$ cat src/rtl/mips_pkg.sv
// Shared definitions for the MIPS pipeline front end.
// Holds the fetch FSM states, the buffered fetch word layout and the reset vector.
package mips_pkg;

    typedef enum logic [1:0] {
        BOOT    = 2'd0,
        REQ     = 2'd1,
        DISCARD = 2'd2
    } fetch_state_e;

    localparam int unsigned INSTR_BYTES  = 4;
    localparam logic [31:0] RESET_VECTOR = 32'h0000_0000;

    typedef struct packed {
        logic [31:0] instr;
        logic [31:0] pc;
        logic [31:0] pc_plus4;
    } fetch_word_t;

endpackage

$ cat src/rtl/pc_fetch_stage_if.sv
// Instruction-memory request/acknowledge bus between fetch and memory.
// The fetch stage is the master; the memory is the slave.
interface pc_fetch_stage_if;
    logic        imem_req;
    logic [31:0] imem_addr;
    logic        imem_ack;
    logic [31:0] imem_rdata;

    modport master (output imem_req, imem_addr, input imem_ack, imem_rdata);
    modport slave  (input imem_req, imem_addr, output imem_ack, imem_rdata);
endinterface

$ cat src/rtl/fetch_skid_buf.sv
// Two-entry fetch buffer: an output register facing decode plus one skid entry.
// The skid only fills when a word arrives while decode holds the output register.
module fetch_skid_buf
    import mips_pkg::*;
(
    input  logic        clk,
    input  logic        rst,
    input  logic        push,
    input  fetch_word_t push_word,
    input  logic        pop,
    input  logic        flush,
    output logic        out_valid,
    output fetch_word_t out_word,
    output logic        skid_valid
);
    fetch_word_t skid_word;

    always_ff @(posedge clk or posedge rst) begin
        if (rst) begin
            out_valid  <= 1'b0;
            skid_valid <= 1'b0;
            out_word   <= '0;
            skid_word  <= '0;
        end else if (flush) begin
            out_valid  <= 1'b0;
            skid_valid <= 1'b0;
        end else if (pop && skid_valid) begin
            out_word <= skid_word;
            if (push) begin
                skid_word <= push_word;
            end else begin
                skid_valid <= 1'b0;
            end
        end else if (push && (!out_valid || pop)) begin
            out_word  <= push_word;
            out_valid <= 1'b1;
        end else if (push) begin
            skid_word  <= push_word;
            skid_valid <= 1'b1;
        end else if (pop) begin
            out_valid <= 1'b0;
        end
    end
endmodule

$ cat src/rtl/pc_fetch_stage.sv
// Instruction-fetch stage: owns the PC, drives the external next-PC adder and
// fetches over the imem req/ack bus into a two-entry buffer toward decode.
module pc_fetch_stage
    import mips_pkg::*;
#(
    parameter logic [31:0] RESET_PC = RESET_VECTOR,
    parameter logic [31:0] INC      = 32'(INSTR_BYTES)
) (
    input  logic                    clk,
    input  logic                    rst,
    output logic [31:0]             add_a,
    output logic [31:0]             add_b,
    input  logic [31:0]             add_sum,
    pc_fetch_stage_if.master        imem,
    input  logic                    stall,
    input  logic                    redirect,
    input  logic [31:0]             redirect_pc,
    output logic                    if_valid,
    output logic [31:0]             if_instr,
    output logic [31:0]             if_pc,
    output logic [31:0]             if_pc_plus4
);
    fetch_state_e state, state_nxt;
    logic [31:0]  pc, pc_nxt;
    logic         req, push, pop, skid_valid;
    fetch_word_t  push_word, out_word;

    always_ff @(posedge clk or posedge rst) begin
        if (rst) begin
            state <= BOOT;
            pc    <= RESET_PC;
        end else begin
            state <= state_nxt;
            pc    <= pc_nxt;
        end
    end

    // req depends only on registered state so stall/redirect never reach it combinationally
    always_comb begin
        state_nxt = state;
        pc_nxt    = pc;
        req       = 1'b0;
        push      = 1'b0;
        case (state)
            BOOT: state_nxt = REQ;
            REQ: begin
                req = !skid_valid;
                if (imem.imem_ack) begin
                    push   = 1'b1;
                    pc_nxt = add_sum;
                end
            end
            DISCARD: begin
                req = 1'b1;
                if (imem.imem_ack) state_nxt = REQ;
            end
            default: state_nxt = BOOT;
        endcase
        if (redirect) begin
            push   = 1'b0;
            pc_nxt = redirect_pc;
            if (state == DISCARD || (state == REQ && req && !imem.imem_ack)) begin
                state_nxt = DISCARD;
            end else begin
                state_nxt = REQ;
            end
        end
    end

    assign pop       = if_valid && !stall;
    assign push_word = '{instr: imem.imem_rdata, pc: pc, pc_plus4: add_sum};

    fetch_skid_buf u_buf (
        .clk        (clk),
        .rst        (rst),
        .push       (push),
        .push_word  (push_word),
        .pop        (pop),
        .flush      (redirect),
        .out_valid  (if_valid),
        .out_word   (out_word),
        .skid_valid (skid_valid)
    );

    assign imem.imem_req  = req;
    assign imem.imem_addr = pc;
    assign add_a          = pc;
    assign add_b          = INC;
    assign if_instr       = out_word.instr;
    assign if_pc          = out_word.pc;
    assign if_pc_plus4    = out_word.pc_plus4;
endmodule

$ cat src/flat_wrapper.sv
// flat-port wrapper written by rule: the top's interface ports become plain ports
module pc_fetch_stage_flat import mips_pkg::*;
#(
    parameter logic [31:0] RESET_PC = RESET_VECTOR,
    parameter logic [31:0] INC      = 32'(INSTR_BYTES)
)
  (clk, rst, add_a, add_b, add_sum, stall, redirect, redirect_pc, if_valid, if_instr, if_pc, if_pc_plus4, imem_imem_req, imem_imem_addr, imem_imem_ack, imem_imem_rdata);
  pc_fetch_stage_if imem_i ();
  input  logic clk;
  input  logic rst;
  output logic [31:0] add_a;
  output logic [31:0] add_b;
  input  logic [31:0] add_sum;
  input  logic stall;
  input  logic redirect;
  input  logic [31:0] redirect_pc;
  output logic if_valid;
  output logic [31:0] if_instr;
  output logic [31:0] if_pc;
  output logic [31:0] if_pc_plus4;
  output wire logic [$bits(imem_i.imem_req)-1:0] imem_imem_req;
  output wire logic [$bits(imem_i.imem_addr)-1:0] imem_imem_addr;
  input wire logic [$bits(imem_i.imem_ack)-1:0] imem_imem_ack;
  input wire logic [$bits(imem_i.imem_rdata)-1:0] imem_imem_rdata;
  assign imem_imem_req = imem_i.imem_req;
  assign imem_imem_addr = imem_i.imem_addr;
  assign imem_i.imem_ack = imem_imem_ack;
  assign imem_i.imem_rdata = imem_imem_rdata;
  pc_fetch_stage #(.RESET_PC(RESET_PC), .INC(INC)) u_core (.clk(clk), .rst(rst), .add_a(add_a), .add_b(add_b), .add_sum(add_sum), .imem(imem_i), .stall(stall), .redirect(redirect), .redirect_pc(redirect_pc), .if_valid(if_valid), .if_instr(if_instr), .if_pc(if_pc), .if_pc_plus4(if_pc_plus4));
endmodule
$ cat config.mk
export PLATFORM = sky130hd
export DESIGN_NAME = pc_fetch_stage_flat
export DESIGN_NICKNAME = d
export VERILOG_FILES = /design/src/rtl/mips_pkg.sv /design/src/rtl/pc_fetch_stage_if.sv /design/src/rtl/fetch_skid_buf.sv /design/src/rtl/pc_fetch_stage.sv /design/src/flat_wrapper.sv
export SDC_FILE = /design/constraint.sdc
export NUM_CORES = 1
export LEC_CHECK = 0
export CORE_AREA = 3 3 178 180
export DETAILED_ROUTE_END_ITERATION = 16
export DIE_AREA = 0 0 181 183
export PLACE_DENSITY = 0.66
export SLEW_MARGIN = 15
export SYNTH_ARGS = -nofsm -noshare
export SYNTH_HDL_FRONTEND = slang
export SYNTH_SLANG_ARGS = --single-unit
$ cat constraint.sdc
create_clock -name clk -period 9.8 [get_ports clk]
set_input_delay 2.94 -clock clk [delete_from_list [all_inputs] [get_ports clk]]
set_output_delay 2.94 -clock clk [all_outputs]
set_load 0.005 [all_outputs]
==> results by group <==
Run status
  – Status: completed

Floorplan
  – CORE AREA: 30300 sq um
  – DIE WIDTH: 181 microns
  – Boundary Pins: 295
  – Core Rows: 64
  – DIE HEIGHT: 183 microns
  – Die Area: 33100 sq um
  – Initial Utilization: 34.6%

Setup path
  – Reg2Reg Setup Slack: 7020 ps
  – Req. time, crit path: 10210 ps
  – Critical path type: input pin to flop
  – R2R cell count: 6
  – Worst Path Arrival: 5690 ps
  – Critical Path Start Type: input pin
  – Worst Setup End Kind: flop
  – Critical path peak fanout: 44

Drt
  – Wire per inst: 17.5 microns
  – Vias: 6413
  – TritonRoute pass-1 iters: 4
  – Drt drc: 0
  – DRT Wirelength: 24.3 mm
  – DRT antenna net count: 0
  – Initial DRC count: 259
  – Vias/cell: 4.62

Synthesis
  – Post-synthesis sequential area ratio: 54.4%
  – Warnings, synthesis: 0
  – Synth area leader: dfrtp_1
  – Netlist Area Pre-Place: 10500 sq um
  – Post-synth ARST share: 100%
  – Avg Cell Area, Syn: 14.0 sq um
  – Gate Count Post-Synth: 749
  – Most frequent cell after synthesis: mux2_2
  – List of most frequent post-synthesis cells: 289 x mux2_2, 228 x dfrtp_1, 69 x buf_4
  – Share of the synthesized area in the top cell type: 54.4%
  – Number of enable flip-flop cells after synthesis: 0
  – Top_reg_cell synth: dfrtp_1
  – Top cells by area, synth: dfrtp_1 54%, mux2_2 31%, buf_4 4.9%
  – Yosys reg bits: 228
  – Cell variety after synth: 27

STA
  – Min Tclk post-route: 5280 ps
  – Final worst-path cycle share: 53.9%
  – Slew Viols, Final: 0
  – Final setup violation count: 0
  – Max frequency: 0.189 GHz
  – RSZ-0062 raised after global routing: false
  – Post-route setup TNS: 0 ps
  – Slew Limit Headroom: 32.3%
  – Hold Violations, Final: 0
  – Least-Margin Pin Slew: 1010 ps
  – Clock skew: 8.14 ps

GRT
  – Antenna violations before repair: 1
  – Largest net degree at the start of global routing: 89
  – Total gr overflow: 0
  – Number of global-route vias before repair: 6782
  – First-pass GRT wire length: 38.8 mm
  – Overall routing resource usage: 14.3%

Clock tree
  – Clock Path Buffers: 3
  – Hold-fix buffers, CTS: 0
  – Clock transition at path regs: 60 ps
  – Post-CTS Setup Repair Bufs: 0
  – CTS buffer count: 26
  – Clock Root Buffer: clkbuf_16
  – CTS tree: done
  – Htree depth: 1
  – Clk_lat worst skew: 530 ps
  – CTS sink cnt: 228
  – Post-cts resize count: 0

Finish
  – Layout Nets: 1078
  – Ant diodes: 0
  – Area added between synthesis and finish: 33.1%
  – Final Instance Area: 14000 sq um
  – Filler cell count: 2763
  – Layout cells sized above 1: 34.8%

Power and ir drop
  – Pwr Density: 264 nW/um^2
  – VDD IR max: 0.108 mV
  – Leakage: 6.17 nW

Placed design
  – HPWL after DPL: 15.7 mm
  – RD Place Congestion: 0.716
  – Cell Area, Placed: 13100 sq um
  – PortBufs: 262

Worst hold path
  – Hold Path Class: flop to flop
  – Hold Path Cell Cnt: 1

Flow run
  – Max Cap Viol: 0
## stage by stage
step / hold WS (ps) / instances / util (%) / worst slack (ps) / total power [mW]
floorplan: 477 / 779 / - / 612 / 2.06
global placement: 485 / 1342 / 43.1 / 4000 / 2.71
detailed placement: 492 / 1342 / 43.1 / 3950 / 2.73
CTS: 505 / 1389 / 46.0 / 4520 / 3.76
global route: 512 / 1389 / 46.0 / 4370 / 3.92
finish: 500 / 1389 / 46.0 / 4520 / 3.69
## worst max-delay path, cell delays in order
cell and delay [ps]:
clkdlybuf4s50_1 590, nand3b_1 770, buf_4 670, mux2_2 400, mux2_2 260
## kinds of logic after synthesis
kind of cell    synth area share (%)
mux                             34.1
other cells                   0.0716
compound gates                  2.13
buf+inv                         7.15
simple gates                    1.86
fa+ha+maj                      0.358
flops                           54.4
## worst paths after layout
check	end	from
min in group asynchronous	u_core.u_buf.skid_word[74]	rst
hold reg to reg	u_core.u_buf.skid_word[19]	u_core.u_buf.skid_word[19]
max in group asynchronous	u_core.u_buf.out_word[31]	rst
setup reg to reg	u_core.u_buf.skid_word[83]	u_core.state[1]
setup / recovery	u_core.u_buf.out_word[69]	stall
hold / removal	u_core.u_buf.skid_word[19]	u_core.u_buf.skid_word[19]
## where the power goes
part	total [mW]	internal, mW	switching, mW
sequential	1.50	1.30	0.199
clock	0.994	0.607	0.387
combinational	1.19	0.805	0.390
## cell type report
| class | instances | area (sq um) | share of cell area, % |
|---|---|---|---|
| repair buffers | 272 | 2690 | 19.3 |
| clock inverters | 8 | 93.8 | 0.672 |
| well taps | 396 | 495 | 3.55 |
| inverters | 5 | 26.3 | 0.188 |
| flip-flops and latches | 228 | 5710 | 40.8 |
| clock buffers | 39 | 791 | 5.66 |
| multi-input cells | 441 | 4170 | 29.8 |
## sequential cells by signal (all words and copies together) (netlist names)
| signal | flops |
|---|---|
| u_core.u_buf.skid_valid | 1 |
| u_core.u_buf.skid_word | 96 |
| u_core.state | 2 |
| u_core.u_buf.out_valid | 1 |
| u_core.u_buf.out_word | 96 |
| u_core.add_a | 32 |
## per-layer routing
| metal | track usage, % | up-vias | share of wire, % |
|---|---|---|---|
| met5 | 0 | - | 0.054 |
| met4 | 3.66 | 2 | 2.1 |
| met3 | 4.38 | 35 | 7.4 |
| met2 | 23.2 | 183 | 47 |
| met1 | 18.7 | 3209 | 43 |
| li1 | - | 2984 | - |
## cells in the final DEF (no fill, tap or decap), types with 2 or more instances in the layout
| master | n |
|---|---|
| a21oi_1 | 4 |
| buf_4 | 10 |
| bufinv_16 | 2 |
| clkbuf_1 | 5 |
| clkbuf_16 | 27 |
| clkbuf_8 | 7 |
| clkdlybuf4s50_1 | 261 |
| clkinv_2 | 5 |
| conb_1 | 32 |
| dfrtp_1 | 228 |
| ha_1 | 3 |
| inv_1 | 4 |
| mux2_2 | 289 |
| mux2i_1 | 32 |
| nand2_1 | 34 |
| nand2b_1 | 3 |
| o21ai_0 | 32 |
Power figures use the tool's default switching activity.
